--- src/rtl/instr_mem_if.sv ---
// Fetch and programming bus between the PC/decode stages, the boot loader and instr_mem_ctrl.
interface instr_mem_if #(
    parameter int DATA_W = 16,
    parameter int ADDR_W = 8
);
    logic              prog_en;
    logic              prog_we;
    logic [ADDR_W-1:0] prog_addr;
    logic [DATA_W-1:0] prog_data;
    logic              prog_err;
    logic              prog_mode;
    logic              fetch_req;
    logic [ADDR_W-1:0] pc;
    logic              fetch_gnt;
    logic [DATA_W-1:0] instr;
    logic              instr_valid;
    logic              instr_ready;
    logic              addr_fault;

    modport master (
        output prog_en, prog_we, prog_addr, prog_data, fetch_req, pc, instr_ready,
        input  prog_err, prog_mode, fetch_gnt, instr, instr_valid, addr_fault
    );

    modport slave (
        input  prog_en, prog_we, prog_addr, prog_data, fetch_req, pc, instr_ready,
        output prog_err, prog_mode, fetch_gnt, instr, instr_valid, addr_fault
    );
endinterface

--- src/rtl/instr_mem_ctrl.sv ---
// Runtime-programmable instruction memory: one-cycle fetch with back-pressure,
// a programming mode entered only once the output slot has drained, and range faults.
module instr_mem_ctrl #(
    parameter int                DATA_W   = 16,
    parameter int                ADDR_W   = 8,
    parameter int                DEPTH    = 8,
    parameter logic [DATA_W-1:0] NOP_WORD = 16'h0000
) (
    input logic        clk,
    input logic        reset_n,
    instr_mem_if.slave bus
);
    localparam int              IDX_W   = (DEPTH > 1) ? $clog2(DEPTH) : 1;
    localparam logic [ADDR_W:0] DEPTH_X = (ADDR_W + 1)'(DEPTH);

    typedef enum logic [1:0] {
        RUN   = 2'd0,
        DRAIN = 2'd1,
        PROG  = 2'd2
    } state_t;

    state_t state, state_nxt;

    logic [DATA_W-1:0] mem [DEPTH];
    logic [DEPTH-1:0]  written;

    logic              slot_free;
    logic              gnt;
    logic              wr_ok;
    logic              wr_bad;
    logic [DATA_W-1:0] instr_p0;
    logic              fault_p0;
    logic [DATA_W-1:0] instr_p1;
    logic              fault_p1;
    logic              vld_p1;
    logic              prog_err_p1;

    // Full-width compare: addresses never wrap onto the array.
    function automatic logic in_range(input logic [ADDR_W-1:0] a);
        return {1'b0, a} < DEPTH_X;
    endfunction

    assign slot_free = !vld_p1 || bus.instr_ready;

    always_ff @(posedge clk or negedge reset_n) begin
        if (!reset_n) state <= RUN;
        else          state <= state_nxt;
    end

    always_comb begin
        state_nxt = state;
        gnt       = 1'b0;
        wr_ok     = 1'b0;
        wr_bad    = 1'b0;
        case (state)
            RUN: begin
                if (bus.prog_en) state_nxt = slot_free ? PROG : DRAIN;
                else             gnt       = bus.fetch_req && slot_free;
            end
            DRAIN: begin
                if (!bus.prog_en)         state_nxt = RUN;
                else if (bus.instr_ready) state_nxt = PROG;
            end
            PROG: begin
                if (!bus.prog_en) begin
                    state_nxt = RUN;
                end else if (bus.prog_we) begin
                    wr_ok  = in_range(bus.prog_addr);
                    wr_bad = !in_range(bus.prog_addr);
                end
            end
            default: state_nxt = RUN;
        endcase
    end

    always_ff @(posedge clk) begin
        if (wr_ok) mem[bus.prog_addr[IDX_W-1:0]] <= bus.prog_data;
    end

    always_ff @(posedge clk or negedge reset_n) begin
        if (!reset_n) begin
            written     <= '0;
            prog_err_p1 <= 1'b0;
        end else begin
            prog_err_p1 <= wr_bad;
            if (wr_ok) written[bus.prog_addr[IDX_W-1:0]] <= 1'b1;
        end
    end

    // p0: array lookup, unwritten or out-of-range entries read as NOP_WORD
    always_comb begin
        fault_p0 = !in_range(bus.pc);
        instr_p0 = NOP_WORD;
        if (!fault_p0 && written[bus.pc[IDX_W-1:0]]) instr_p0 = mem[bus.pc[IDX_W-1:0]];
    end

    // p1: output slot, refilled on grant and emptied on consume
    always_ff @(posedge clk or negedge reset_n) begin
        if (!reset_n) begin
            instr_p1 <= NOP_WORD;
            fault_p1 <= 1'b0;
            vld_p1   <= 1'b0;
        end else if (gnt) begin
            instr_p1 <= instr_p0;
            fault_p1 <= fault_p0;
            vld_p1   <= 1'b1;
        end else if (bus.instr_ready) begin
            vld_p1   <= 1'b0;
        end
    end

    assign bus.fetch_gnt   = gnt;
    assign bus.instr       = instr_p1;
    assign bus.addr_fault  = fault_p1;
    assign bus.instr_valid = vld_p1;
    assign bus.prog_err    = prog_err_p1;
    assign bus.prog_mode   = (state == PROG);
endmodule

--- src/flat_wrapper.sv ---
// flat-port wrapper written by rule: the top's interface ports become plain ports
module instr_mem_ctrl_flat 
#(
    parameter int                DATA_W   = 16,
    parameter int                ADDR_W   = 8,
    parameter int                DEPTH    = 8,
    parameter logic [DATA_W-1:0] NOP_WORD = 16'h0000
)
  (clk, reset_n, bus_prog_en, bus_prog_we, bus_prog_addr, bus_prog_data, bus_fetch_req, bus_pc, bus_instr_ready, bus_prog_err, bus_prog_mode, bus_fetch_gnt, bus_instr, bus_instr_valid, bus_addr_fault);
  instr_mem_if #(.DATA_W(DATA_W), .ADDR_W(ADDR_W)) bus_i ();
  input logic clk;
  input logic reset_n;
  input wire logic [$bits(bus_i.prog_en)-1:0] bus_prog_en;
  input wire logic [$bits(bus_i.prog_we)-1:0] bus_prog_we;
  input wire logic [$bits(bus_i.prog_addr)-1:0] bus_prog_addr;
  input wire logic [$bits(bus_i.prog_data)-1:0] bus_prog_data;
  input wire logic [$bits(bus_i.fetch_req)-1:0] bus_fetch_req;
  input wire logic [$bits(bus_i.pc)-1:0] bus_pc;
  input wire logic [$bits(bus_i.instr_ready)-1:0] bus_instr_ready;
  output wire logic [$bits(bus_i.prog_err)-1:0] bus_prog_err;
  output wire logic [$bits(bus_i.prog_mode)-1:0] bus_prog_mode;
  output wire logic [$bits(bus_i.fetch_gnt)-1:0] bus_fetch_gnt;
  output wire logic [$bits(bus_i.instr)-1:0] bus_instr;
  output wire logic [$bits(bus_i.instr_valid)-1:0] bus_instr_valid;
  output wire logic [$bits(bus_i.addr_fault)-1:0] bus_addr_fault;
  assign bus_i.prog_en = bus_prog_en;
  assign bus_i.prog_we = bus_prog_we;
  assign bus_i.prog_addr = bus_prog_addr;
  assign bus_i.prog_data = bus_prog_data;
  assign bus_i.fetch_req = bus_fetch_req;
  assign bus_i.pc = bus_pc;
  assign bus_i.instr_ready = bus_instr_ready;
  assign bus_prog_err = bus_i.prog_err;
  assign bus_prog_mode = bus_i.prog_mode;
  assign bus_fetch_gnt = bus_i.fetch_gnt;
  assign bus_instr = bus_i.instr;
  assign bus_instr_valid = bus_i.instr_valid;
  assign bus_addr_fault = bus_i.addr_fault;
  instr_mem_ctrl #(.DATA_W(DATA_W), .ADDR_W(ADDR_W), .DEPTH(DEPTH), .NOP_WORD(NOP_WORD)) u_core (.clk(clk), .reset_n(reset_n), .bus(bus_i));
endmodule
--- config.mk ---
export PLATFORM = sky130hd
export DESIGN_NAME = instr_mem_ctrl_flat
export DESIGN_NICKNAME = d
export VERILOG_FILES = /design/src/rtl/instr_mem_if.sv /design/src/rtl/instr_mem_ctrl.sv /design/src/flat_wrapper.sv
export SDC_FILE = /design/constraint.sdc
export NUM_CORES = 1
export LEC_CHECK = 0
export BUFFER_PORTS_ARGS = -buffer_cell sky130_fd_sc_hd__buf_4
export CAP_MARGIN = 20
export CELL_PAD_IN_SITES_DETAIL_PLACEMENT = 1
export CELL_PAD_IN_SITES_GLOBAL_PLACEMENT = 1
export CORE_MARGIN = 5
export CORE_UTILIZATION = 48
export CTS_BUF_LIST = sky130_fd_sc_hd__clkbuf_2 sky130_fd_sc_hd__clkbuf_4 sky130_fd_sc_hd__clkbuf_8
export DETAILED_ROUTE_END_ITERATION = 10
export PLACE_DENSITY_LB_ADDON = 0.1
export SYNTH_ARGS = -nofsm -noshare
export SYNTH_HDL_FRONTEND = slang
export SYNTH_SLANG_ARGS = --single-unit
export TNS_END_PERCENT = 20
--- constraint.sdc ---
create_clock -name clk -period 2.4 [get_ports clk]
set_input_delay 0.48 -clock clk [delete_from_list [all_inputs] [get_ports clk]]
set_output_delay 0.48 -clock clk [all_outputs]
set_load 0.005 [all_outputs]
==> flow_metrics.tcl <==
set metrics [dict create \
    status "finished clean" \
    seq_area_frac_synth_pct 74.27 \
    dieArea_mm2 0.01518 \
    leakagePower_nw 2.728 \
    cp-end-kind "output pin" \
    dr.pass1.iters 4 \
    post_synth_num_cell_types 28 \
    cts_root_buffer "sky130_fd_sc_hd__clkbuf_8" \
    setup_viol_count_final 0 \
    die_h_um 123.2 \
    clock_insertion_delay_worst_skew_ns 0.45 \
    maxSlewHeadroom_pct 46.48 \
    final.min_clock_period_ns 2.311 \
    timing.max_cap.violations 0 \
    powerDensity_mw_per_mm2 745.1 \
    initial_antenna_violation_count 0 \
    whs_ns 0.1998 \
    critical_path.cell_chain "or4b_4 -> buf_6 -> nor2_1 -> buf_4" \
    yosysTopAreaCell "sky130_fd_sc_hd__edfxtp_1" \
    wire_per_inst_um 22.55 \
    synthesis.area_mm2 0.006152 \
    max_clock_freq_mhz 432.7 \
    cts_inserted_buffers 17 \
    syn-instance-count 305 \
    floorplan.initialDensity_pct 48.95 \
    ir_worst_vdd_v 0.0005283 \
    grt_use_total_pct 18.52 \
    totalWireLength_um 12920 \
    core_area_mm2 0.01257 \
    finalWeightedCongestion 0.7358 \
    pin_count_of_the_biggest_net_entering_global_routing 30 \
    synth.ff_latch_count 157 \
    synth_enable_flop_cells 128 \
    cell_at_the_slowest_stage_of_the_critical_path "sky130_fd_sc_hd__or4b_4" \
    required_time_at_the_worst_slack_endpoint_ns 1.92 \
    layout.nets 426 \
    global_route_wire_length_before_repair_um 19890 \
    critical_path.max_stage_delay_ns 0.54 \
    post-synth-top-count-cell "sky130_fd_sc_hd__edfxtp_1" \
    total_number_of_vias 3150 \
    insertedDiodeCount 0 \
    netlist_top_cells_count "sky130_fd_sc_hd__edfxtp_1, sky130_fd_sc_hd__mux4_2, sky130_fd_sc_hd__dfrtp_1" \
    detail_route.iter0.violations 139 \
    hpwl_um 8446 \
    congestion_overflow_gr 0 \
    numPortBuffers 58 \
    finalMaxSlewViolations 0 \
    rows 41 \
    design_area_mm2 0.007492 \
    via_count_of_the_first_global_routing_pass 3358 \
    post-route-period-util_pct 96.28 \
    tightestPinTransition_ns 0.8028 \
    timing.critical_path.arrival_ns 1.83 \
    start_kind "register" \
    htree_num_levels 4 \
    postPlaceCellArea_mm2 0.006962 \
    clk_transition_reported_paths_ns 0.08 \
    netlist.area_leader.share_pct 62.48 \
    drt_drc_violations_left 0 \
    ant_nets 0 \
    clock-sinks 157 \
    cts_buffer_depth 2 \
    ys_async_sr_fraction_pct 18.47 \
    finalWorstSetupSlack_ns 0.08918 \
    fin_skew_ns 0.009621 \
    placement.setup.worst_slack_ns 0.005190 \
    path_class "register to output pin" \
    timing_hold_violations_final 0 \
    report.power.total_mw 5.583 \
    synth_area_per_cell_um2 20.17 \
    cts_tree "done" \
    cp_max_fo 18 \
    primary_flip_flop_cell_chosen_by_synthesis_mapping "sky130_fd_sc_hd__edfxtp_1" \
    ys.warnings.count 0 \
    area_growth_syn_to_layout_pct 21.78 \
    floorplan.io_pins 59 \
    vias_per_cell 5.497 \
    syn_nets 343 \
    crit_family "simple AND/OR/NAND/NOR gates" \
    path_buf_inv 2 \
    chipWidth_um 123.2 \
    hold_path_class "input port to register" \
    synthTopCellsByArea "sky130_fd_sc_hd__edfxtp_1, sky130_fd_sc_hd__mux4_2, sky130_fd_sc_hd__dfrtp_1, sky130_fd_sc_hd__mux2i_1, sky130_fd_sc_hd__o41ai_2" \
    drive_above_1_share_pct 41.15 \
]
per-stage QoR:
stage | utilization (%) | std cells | TNS (ns)
floorplan | - | 305 | -8.414
global placement | 55.39 | 536 | 0
detailed placement | 55.39 | 536 | 0
CTS | 59.34 | 569 | 0
global route | 59.61 | 573 | -0.006429
finish | 59.61 | 573 | 0
cell type report:
type	count	area, um^2
clock inverters	14	241.5
clock buffers	18	241.5
multi-input cells	125	1489
well taps	172	215.2
fillers	1109	5076
flip-flops and latches	157	4569
repair buffers	84	724.4
inverters	3	11.26
report_power, final:
group / internal, mW / total (mW) / switching (mW)
Combinational: 0.140 / 0.301 / 0.161
Sequential: 2.95 / 2.96 / 0.00728
Clock: 1.36 / 2.32 / 0.965
layer usage:
metal | track usage [%] | vias up | share of wire (%)
li1 | - | 1416 | -
met1 | 24.92 | 1647 | 45
met2 | 29.66 | 74 | 49
met3 | 4.712 | 13 | 4.2
met4 | 6.436 | 0 | 1.3
met5 | 0 | - | 0
flip-flops by register name, indices dropped and copies added, names as in the netlist:
name / cells
u_core.bus.instr: 16
u_core.state: 2
u_core.bus.addr_fault: 1
u_core.written: 8
u_core.mem: 128
u_core.bus.instr_valid: 1
u_core.bus.prog_err: 1
placed cells by master (no fill, tap or decap):
cell type and count:
sky130_fd_sc_hd__buf_6 1, sky130_fd_sc_hd__dfrtp_1 29, sky130_fd_sc_hd__or4_4 1, sky130_fd_sc_hd__nor4b_1 1
sky130_fd_sc_hd__nor2b_1 4, sky130_fd_sc_hd__clkinvlp_4 4, sky130_fd_sc_hd__o21a_1 2, sky130_fd_sc_hd__clkinv_2 1
sky130_fd_sc_hd__or4b_2 1, sky130_fd_sc_hd__clkbuf_8 17, sky130_fd_sc_hd__a22o_1 1, sky130_fd_sc_hd__nor2_1 8
sky130_fd_sc_hd__dlygate4sd3_1 1, sky130_fd_sc_hd__inv_6 1, sky130_fd_sc_hd__buf_4 75, sky130_fd_sc_hd__nand4b_1 2
sky130_fd_sc_hd__or2_2 1, sky130_fd_sc_hd__nand2b_1 3, sky130_fd_sc_hd__a21oi_1 2, sky130_fd_sc_hd__edfxtp_1 128
sky130_fd_sc_hd__nand2_1 1, sky130_fd_sc_hd__inv_1 3, sky130_fd_sc_hd__clkinv_4 2, sky130_fd_sc_hd__or4b_4 1
sky130_fd_sc_hd__bufinv_16 6, sky130_fd_sc_hd__or4_1 1, sky130_fd_sc_hd__o21bai_1 8, sky130_fd_sc_hd__o41ai_2 9
sky130_fd_sc_hd__buf_12 7, sky130_fd_sc_hd__nor4_1 1, sky130_fd_sc_hd__mux4_2 33, sky130_fd_sc_hd__o21ai_0 16
sky130_fd_sc_hd__nor2_2 4, sky130_fd_sc_hd__clkbuf_4 1, sky130_fd_sc_hd__mux2i_1 18, sky130_fd_sc_hd__o41ai_1 7
path summary, 6_finish.rpt:
path | start | end | slack (ns) | depth (start not counted)
worst max register to register | u_core.state[0] | u_core.mem[3][8] | 0.26 | 4
worst max-delay path | u_core.state[0] | bus_fetch_gnt | 0.09 | 4
worst min-delay path | bus_instr_ready | u_core.state[0] | 0.20 | 2
min in group asynchronous | reset_n | u_core.state[0] | 0.50 | 2
worst min register to register | u_core.written[7] | u_core.written[7] | 0.48 | 1
max in group asynchronous | reset_n | u_core.bus.instr[7] | 1.62 | 2
cells by family (layout without fill, tap and decap cells):
logic type             count (synthesis)  after routing  share of synthesized area [%]
muxes                                 51             51                          15.01
and+or+nand+nor                       29             29                          2.766
DFF                                  157            157                          74.27
AOI/OAI and AO/OA                     45             45                          6.203
buffers and inverters                 23            119                          1.749
repair_timing:
| item | 4_1_cts | 5_1_grt |
|---|---|---|
| endpoints found under the hold margin | 29 | 0 |
| gates resized for setup | 1 | 1 |
| buffers inserted | 0 | 4 |
| hold buffers | 1 | 0 |
| endpoints found under the setup margin | 1 | 1 |
| pin swaps | 0 | 0 |
No activity file was read; power rests on OpenSTA's default activity.
